<file path="src/rtl/uart_pkg.sv">
// Shared types and constants for the UART receive controller slice.
// Holds the handshake state encoding and the baud divisor helper.
package uart_pkg;

  typedef enum logic {
    IDLE  = 1'b0,
    CLEAR = 1'b1
  } rx_state_t;

  localparam int DEFAULT_DIV = 27;

  // Divisor for a 16x oversampling tick at the given system clock and baud rate.
  function automatic int unsigned calc_div(input int unsigned clk_hz, input int unsigned baud);
    return clk_hz / (baud * 16);
  endfunction

endpackage

</file>
<file path="src/rtl/uart_sync_fifo.sv">
// First-word fall-through synchronous FIFO; dout shows the head entry while not empty.
// A push into a full FIFO is still taken when a pop happens in the same cycle.
module uart_sync_fifo #(
  parameter int DEPTH = 8,
  parameter int WIDTH = 8
) (
  input  logic                     clk,
  input  logic                     rst,
  input  logic                     push,
  input  logic [WIDTH-1:0]         din,
  input  logic                     pop,
  output logic [WIDTH-1:0]         dout,
  output logic [$clog2(DEPTH):0]   count,
  output logic                     full,
  output logic                     empty
);

  localparam int AW = $clog2(DEPTH);
  localparam int CW = $clog2(DEPTH) + 1;

  logic [WIDTH-1:0] mem [DEPTH];
  logic [AW-1:0]    wr_ptr;
  logic [AW-1:0]    rd_ptr;
  logic             do_push;
  logic             do_pop;

  assign empty   = (count == '0);
  assign full    = (count == CW'(DEPTH));
  assign do_pop  = pop && !empty;
  assign do_push = push && (!full || do_pop);
  assign dout    = empty ? '0 : mem[rd_ptr];

  // Storage carries no reset; only entries between the pointers are ever visible.
  always_ff @(posedge clk) begin
    if (do_push) begin
      mem[wr_ptr] <= din;
    end
  end

  always_ff @(posedge clk) begin
    if (rst) begin
      wr_ptr <= '0;
      rd_ptr <= '0;
      count  <= '0;
    end else begin
      if (do_push) begin
        wr_ptr <= wr_ptr + 1'b1;
      end
      if (do_pop) begin
        rd_ptr <= rd_ptr + 1'b1;
      end
      if (do_push && !do_pop) begin
        count <= count + 1'b1;
      end else if (do_pop && !do_push) begin
        count <= count - 1'b1;
      end
    end
  end

endmodule

</file>
<file path="src/rtl/uart_rx_ctrl.sv">
// Receive-side controller: oversample tick generator, rdy/rdy_clr handshake with the
// receiver, and a byte FIFO with a valid/ready consumer port and sticky overrun flag.
module uart_rx_ctrl #(
  parameter int DEFAULT_DIV = uart_pkg::DEFAULT_DIV,
  parameter int FIFO_DEPTH  = 8,
  parameter int DIV_W       = 16
) (
  input  logic                          clk,
  input  logic                          rst,
  input  logic                          en,
  input  logic [DIV_W-1:0]              cfg_div,
  input  logic                          cfg_we,
  output logic                          clken,
  input  logic                          rx_rdy,
  input  logic [7:0]                    rx_data,
  output logic                          rdy_clr,
  output logic                          m_valid,
  output logic [7:0]                    m_data,
  input  logic                          m_ready,
  output logic [$clog2(FIFO_DEPTH):0]   fifo_count,
  output logic                          overrun,
  input  logic                          ovr_clr
);

  import uart_pkg::*;

  logic [DIV_W-1:0] div;
  logic [DIV_W-1:0] tick_cnt;
  rx_state_t        state;
  logic             push;
  logic             pop;
  logic             full;
  logic             empty;

  assign push    = (state == IDLE) && rx_rdy;
  assign pop     = m_valid && m_ready;
  assign m_valid = !empty;

  // Divisors of 0 and 1 both collapse to a tick on every cycle.
  always_ff @(posedge clk) begin
    if (rst) begin
      div      <= DIV_W'(DEFAULT_DIV);
      tick_cnt <= '0;
      clken    <= 1'b0;
    end else if (cfg_we) begin
      div      <= cfg_div;
      tick_cnt <= '0;
      clken    <= 1'b0;
    end else if (!en) begin
      tick_cnt <= '0;
      clken    <= 1'b0;
    end else if (div <= DIV_W'(1) || tick_cnt == div - 1'b1) begin
      tick_cnt <= '0;
      clken    <= 1'b1;
    end else begin
      tick_cnt <= tick_cnt + 1'b1;
      clken    <= 1'b0;
    end
  end

  // rx_rdy is ignored while in CLEAR so a byte is captured once before the receiver drops rdy.
  always_ff @(posedge clk) begin
    if (rst) begin
      state   <= IDLE;
      rdy_clr <= 1'b0;
    end else begin
      case (state)
        IDLE: begin
          if (rx_rdy) begin
            state   <= CLEAR;
            rdy_clr <= 1'b1;
          end
        end
        CLEAR: begin
          state   <= IDLE;
          rdy_clr <= 1'b0;
        end
        default: begin
          state   <= IDLE;
          rdy_clr <= 1'b0;
        end
      endcase
    end
  end

  // A dropped byte outranks a clear request arriving in the same cycle.
  always_ff @(posedge clk) begin
    if (rst) begin
      overrun <= 1'b0;
    end else if (push && full && !pop) begin
      overrun <= 1'b1;
    end else if (ovr_clr) begin
      overrun <= 1'b0;
    end
  end

  uart_sync_fifo #(
    .DEPTH (FIFO_DEPTH),
    .WIDTH (8)
  ) u_fifo (
    .clk   (clk),
    .rst   (rst),
    .push  (push),
    .din   (rx_data),
    .pop   (pop),
    .dout  (m_data),
    .count (fifo_count),
    .full  (full),
    .empty (empty)
  );

endmodule
</file>
<file path="config.mk">
export PLATFORM = sky130hd
export DESIGN_NAME = uart_rx_ctrl
export DESIGN_NICKNAME = d
export VERILOG_FILES = /design/src/rtl/uart_pkg.sv /design/src/rtl/uart_sync_fifo.sv /design/src/rtl/uart_rx_ctrl.sv
export SDC_FILE = /design/constraint.sdc
export NUM_CORES = 1
export LEC_CHECK = 0
export CAP_MARGIN = 20
export CORE_ASPECT_RATIO = 0.5
export CORE_MARGIN = 4
export CORE_UTILIZATION = 55
export DETAILED_ROUTE_END_ITERATION = 10
export PLACE_DENSITY_LB_ADDON = 0.15
export SETUP_SLACK_MARGIN = 0.1
export SLEW_MARGIN = 10
export SYNTH_ARGS = -nofsm -noshare
export SYNTH_HDL_FRONTEND = slang
export SYNTH_SLANG_ARGS = --single-unit
</file>
<file path="constraint.sdc">
create_clock -name clk -period 5.65 [get_ports clk]
set_clock_uncertainty 0.05 [all_clocks]
set_input_delay 1.13 -clock clk [delete_from_list [all_inputs] [get_ports clk]]
set_output_delay 1.13 -clock clk [all_outputs]
set_load 0.01 [all_outputs]
</file>
Word level (Yosys, flattened, before mapping)
Memory sizes are Yosys's and may differ from the RTL's. A register that Yosys moved wholly into a read port is not among the register bits.
Index checks and enable logic that the tools add are counted.
{ "op_classes": {"n_reduce_logical": 20, "add_sub_neg": 6, "bitwise": 2, "muxes": 14, "n_lt_le_gt_ge": 1, "n_eq_ne": 3} }
{ "op_table": {"columns": ["operator", "count"], "rows": [
  ["$add A16 B1 Y16 const B", 1],
  ["$eq A16 B16 Y1", 1],
  ["$le A16 B1 Y1 const B", 1],
  ["$sub A16 B1 Y16 const B", 1],
  ["$logic_and A1 B1 Y1", 8],
  ["$mux W4", 2],
  ["$mux W8", 1],
  ["$mux W1", 7],
  ["$add A3 B1 Y3 const B", 2],
  ["$mux W3", 2],
  ["$logic_not A1 Y1", 5],
  ["$add A4 B1 Y4 const B", 1],
  ["$eq A4 B4 Y1 const B", 1],
  ["$logic_not A4 Y1", 1],
  ["$pmux W1 S2", 2],
  ["$reduce_bool A2 Y1", 2],
  ["$reduce_or A4 Y1", 1],
  ["$sub A4 B1 Y4 const B", 1],
  ["$reduce_or A3 Y1", 1],
  ["$logic_or A1 B1 Y1", 2],
  ["$ne A2 B2 Y1 const B", 1],
  ["$not A1 Y1", 2]
]} }
{ "word_totals": {"mem_count": 1, "out_inout_bits": 16, "register_bits": 46, "word_cells": 56, "in_bits": 31, "ramBits": 64} }
{ "mem_list": {"columns": ["memory", "depth", "word_bits", "rd", "rd_ports_with_merged_regs", "write_ports", "line_no", "text"], "rows": [
  ["u_fifo.mem", 8, 8, 1, 1, 1, "uart_sync_fifo.sv:21", "logic [WIDTH-1:0] mem [DEPTH];"]
]} }

Logic depth before layout (Yosys ltp)
{ "depth": {"word_depth": 10, "depth_mapped": 11, "mapped_depth_nobuf": 11} }

By module
A second synthesis with hierarchy kept.
{ "unflattened": {"cells_unflattened": 408, "hier_area_um2": 5132.4} }
{ "modules_own_cells": {"columns": ["module", "area_each_um2", "cells_per_inst", "seq_area_each_um2", "instances"], "rows": [
  ["uart_sync_fifo", 3085.5, 173, 2182.1, 1],
  ["uart_rx_ctrl", 2047.0, 235, 720.7, 1]
]} }

Worst setup path before layout
No wires, ideal clock.
{ "synth_path": {"kind": "input to register", "start": "input m_ready", "end": "register u_fifo.count[3]", "stages": 11, "path_slack_ns": 2.356, "setup_time_ns": 0.070, "required_ns": 5.530, "path_buffers": 0, "arrival_time_ns": 3.174, "path_cell_list": "nand2b_1 nor4_1 nor3b_1 ha_1 inv_1 ha_1 a21o_1 a21oi_1 xnor2_1 or3_1 a21oi_1"} }
{ "synth_between": {"elab_chain_cells": 7, "elab_cells_between_ends": 10, "cone_classes": "mux (1); reduce/logical (9)"} }
{ "synth_rtl": {"columns": ["item", "line_no", "text"], "rows": [
  ["from (decl)", "uart_rx_ctrl.sv:19", "input logic m_ready,"],
  ["$logic_and A1 B1 Y1 (*)", "uart_rx_ctrl.sv:36", "assign pop = m_valid && m_ready;"],
  ["$logic_and A1 B1 Y1 (*)", "uart_sync_fifo.sv:29", "assign do_pop = pop && !empty;"],
  ["$logic_or A1 B1 Y1 (*)", "uart_sync_fifo.sv:30", "assign do_push = push && (!full || do_pop);"],
  ["$logic_and A1 B1 Y1 (*)", "uart_sync_fifo.sv:30", null],
  ["named net u_fifo.do_push", "uart_sync_fifo.sv:24", "logic do_push;"],
  ["$logic_not A1 Y1", "uart_sync_fifo.sv:54", "end else if (do_pop && !do_push) begin"],
  ["$logic_and A1 B1 Y1", "uart_sync_fifo.sv:54", null],
  ["$reduce_bool A2 Y1 (no source line)", null, null],
  ["to (signal assigned)", "uart_sync_fifo.sv:53", "count <= count + 1'b1;"],
  ["to (signal assigned)", "uart_sync_fifo.sv:55", "count <= count - 1'b1;"],
  ["to (decl)", "uart_sync_fifo.sv:13", "output logic [$clog2(DEPTH):0] count,"]
]} }
Mark *: on every way through the listed nets, which the timed path passes. The rest lies on a longest branch.
A chain may end at the register's enable or synchronous reset.

==> impl_results.rst <==
.. list-table::
   :header-rows: 1

   * - Metric
     - Value
   * - Result of the run
     - finished, final reports clean
   * - Leading cell types in the layout, fill and taps excluded
     - 64 x sky130_fd_sc_hd__edfxtp_1, 60 x sky130_fd_sc_hd__nor2_1, 49 x sky130_fd_sc_hd__dfxtp_1
   * - Number of clock sinks
     - 113
   * - Post-synthesis register bit count
     - 113
   * - Worst Tran Pin Value
     - 0.9999 ns
   * - Most common library cell in the layout ignoring fill and taps
     - sky130_fd_sc_hd__edfxtp_1
   * - List of cells traversed by the critical path
     - buf_8 > mux4_2 > mux2i_1 > nor2_1 > clkdlybuf4s50_1
   * - # placed instances
     - 549
   * - Areal power density over the cells
     - 405.7 nW/um^2
   * - Overall die area
     - 10930 um^2
   * - Part of the power in combinational logic
     - 19.7%
   * - Reported max-cap violation count
     - 0
   * - Sw frac
     - 25.14%
   * - Maximum achievable frequency
     - 0.2654 GHz
   * - Part of the cycle the worst path needs
     - 66.70%
   * - Total wirelength of the detailed-routed design
     - 10320 um
   * - Number of buffers created by CTS
     - 17
   * - Worst min-delay path category
     - flip-flop to flip-flop
   * - Final HPWL DP
     - 6905 um
   * - Horizontal die dimension
     - 143.9 um
   * - I/O pin count
     - 47
   * - Count of unique library cells instantiated by Yosys
     - 54
   * - Number of max-slew violations in the final report
     - 0
   * - Share of cells above drive strength 1
     - 12.26%
   * - Standard-cell rows
     - 24
   * - Final hold viol count
     - 0
   * - Final estimated routing congestion in global placement
     - 0.8711
   * - Power spent charging and discharging nets
     - 633.5 uW
   * - Biggest fanout along the worst timing path
     - 9
   * - Number of global-route vias before repair
     - 3420
   * - Netlist area before placement
     - 5080 um^2
   * - Worst rel slew slack
     - 33.13%
   * - Number of non-filler instances in the completed layout
     - 582
   * - Launch point of the worst reg-to-reg path
     - u_fifo.count[0]$_SDFFE_PP0P_
   * - CTS Root Buffer Type
     - sky130_fd_sc_hd__clkbuf_16
   * - Largest net degree at the start of global routing
     - 29
   * - Syn Inst Count
     - 403
   * - Iteration-0 DRC Markers
     - 178
   * - Level count of the clock H-tree
     - 4
   * - Utilization after layout
     - 70.11%
   * - Clk buf depth
     - 2
   * - Setup repair after global routing missed its margin
     - false
   * - First-pass GRT wire length
     - 17130 um
   * - Number of buffers and inverters on the critical path
     - 2
   * - Clock network fraction of design power
     - 41.2%
   * - Most frequently used flop master after synthesis
     - sky130_fd_sc_hd__edfxtp_1
   * - Max stage delay on crit path
     - 0.68 ns
   * - IR drop worst, VDD
     - 218.1 uV
   * - Chip Height
     - 75.96 um
   * - Sum Neg Setup Slack
     - 0 ns
   * - Count of buffers added by post-CTS timing repair for setup
     - 0
   * - Warnings, synthesis
     - 0
   * - Antenna violations before repair
     - 0
   * - Critical path data arrival time
     - 2.59 ns
   * - Internal portion of total power
     - 1887 uW
   * - Leak pwr
     - 0.002167 uW
   * - Share of flip-flops with an asynchronous set or reset after synthesis
     - 0%
   * - CTS resizes
     - 0
   * - Critical Path End Type
     - output port
   * - Part of the total power dissipated in sequential elements
     - 39.1%
   * - Required @ worst endpoint
     - 4.47 ns
   * - Synthesized area per cell
     - 12.61 um^2
   * - Via-to-Cell Ratio
     - 5.565
   * - Global-route usage over all layers
     - 20.32%
   * - Initial core utilization
     - 57.34%
   * - Grt total ovfl
     - 0
   * - Clock slew seen by the registers of the worst setup and hold paths
     - 0.05 ns
   * - Number of routed nets with antenna violations
     - 0
   * - Beginning of the worst hold path
     - state$_SDFF_PP0_
   * - Crit Reg-Reg Endpoint
     - u_fifo.count[3]$_SDFFE_PP0P_
   * - Portion of the post-synthesis area used by sequential elements
     - 57.14%
   * - Total nets after synthesis
     - 443
   * - Count of flip-flops with a built-in enable after synthesis
     - 64
   * - Total of hold buffers inserted after clock tree synthesis
     - 0
   * - Hold worst-path end
     - rdy_clr$_SDFFE_PP0P_
   * - Skew-Pair Late Insertion Delay
     - 0.40 ns
   * - Type of the setup path with the least slack
     - flip-flop to output port
   * - TritonCTS clock tree
     - built
   * - Critical path launch point type
     - flip-flop
   * - Nets
     - 493
   * - CP delay by family, top
     - multiplexers
   * - Number of input and output port buffers inserted
     - 46
   * - Number of cells on the worst hold path
     - 1
   * - Standard cell with the maximum stage delay on the critical path
     - sky130_fd_sc_hd__dfxtp_1
   * - Reg2reg setup slack
     - 2.70 ns
   * - Placeable core region
     - 8859 um^2
   * - Worst r2r path cells
     - 10
   * - Final routed DRC violation total
     - 0
   * - Per-cell routed wire length
     - 17.73 um
   * - # setup viols final
     - 0
   * - Final critical path time including I/O delays and setup
     - 3.768 ns
   * - Inserted Diodes
     - 0
   * - Detailed-routing iteration count for the pre-antenna-repair pass
     - 5
   * - Via Count
     - 3239
   * - Area overhead of the layout relative to synthesis
     - 22.27%
-- Yosys cell counts, drive strengths merged, types with 3 or more instances --
cell type   n  share of area, %
nor3       10              0.99
a211oi      3              0.44
nand3       9              0.99
mux2i      24               4.7
inv         9              0.66
clkbuf      8              0.79
nand2      20               1.5
o21ai       3              0.30
xor2       19               3.3
mux4       16               7.1
nor2       60               4.4
buf        11               1.2
edfxtp     64                38
xnor2      18               3.1
and3        7              0.86
nand4       6              0.74
nor4        6               1.3
ha          8               2.0
nand2b      5              0.62
dfxtp      49                19
nor3b       4              0.59
o211ai      4              0.59
a21oi      11               1.1
-- metrics by stage --
stage | power [uW] | setup slack (ns) | hold slack (ns) | area, um^2
final | 2520 | 1.882 | 0.4095 | 6211
after CTS | 2533 | 1.558 | 0.4072 | 6186
after detailed placement | 1487 | 1.522 | 0.3994 | 5608
after global placement | 1464 | 1.630 | 0.3899 | 5600
after floorplan | 1288 | 2.356 | 0.3740 | 5080
after global routing | 2627 | 1.675 | 0.4161 | 6211
-- cell families after synthesis --
kind of cell,Yosys count,share of synthesized area [%]
and+or+nand+nor,142,14.34
DFF,113,57.14
muxes,41,12.12
xor gates and xnor gates,37,6.379
AOI/OAI and AO/OA,33,5.025
buffers and inverters,28,2.635
adders and majority gates,9,2.365
-- routing by layer --
metal | up-vias | routed length [um] | global-route usage (%)
met5 | - | 0 | 0
met4 | 0 | 198 | 8.741
met3 | 19 | 401 | 5.597
met2 | 52 | 5113 | 32.42
met1 | 1586 | 4605 | 26.05
li1 | 1582 | - | -
-- cell type report --
class	count	area [um^2]
inverter	9	33.78
clock buffer	21	440.4
tap	117	146.4
clock inverter	10	137.6
fill	603	2648
timing repair buffer	50	495.5
sequential	113	2903
multi-input combinational	262	2054
-- power by group through the flow --
stage | sequential, uW | clock [uW] | combinational (uW)
final | 985 | 1040 | 497
after global routing | 995 | 1090 | 540
after CTS | 1000 | 1050 | 475
after detailed placement | 1020 | 0 | 469
after global placement | 1020 | 0 | 449
after floorplan | 963 | 0 | 325
-- worst reg2reg max path, stage by stage (launching register included) --
cell                      delay, ns
sky130_fd_sc_hd__dfxtp_1       0.48
sky130_fd_sc_hd__nor4_1        0.13
sky130_fd_sc_hd__nor3b_1       0.59
sky130_fd_sc_hd__ha_1          0.32
sky130_fd_sc_hd__inv_1         0.11
sky130_fd_sc_hd__ha_1          0.28
sky130_fd_sc_hd__a21o_1        0.17
sky130_fd_sc_hd__a21oi_1       0.19
sky130_fd_sc_hd__xnor2_1       0.09
sky130_fd_sc_hd__or3_1         0.31
sky130_fd_sc_hd__a21oi_1       0.14
-- registers in the layout, indices dropped and copies added (netlist names), named ones only --
register,count
u_fifo.wr_ptr,3
tick_cnt,16
u_fifo.count,4
clken,1
state,1
rdy_clr,1
u_fifo.mem,64
overrun,1
div,16
u_fifo.rd_ptr,3
-- worst max path at each step --
stage / start / endpoint / slack [ns] / cells after the start
floorplan: m_ready / u_fifo.count[3]$_SDFFE_PP0P_ / 2.36 / 11
global placement: m_ready / u_fifo.count[3]$_SDFFE_PP0P_ / 1.63 / 12
detailed placement: m_ready / u_fifo.count[3]$_SDFFE_PP0P_ / 1.52 / 12
CTS: flip-flop / m_data[2] / 1.56 / 4
global route: m_ready / u_fifo.count[3]$_SDFFE_PP0P_ / 1.67 / 12
finish: flip-flop / m_data[2] / 1.88 / 5
Note: power is estimated with default switching activity, not from simulation.
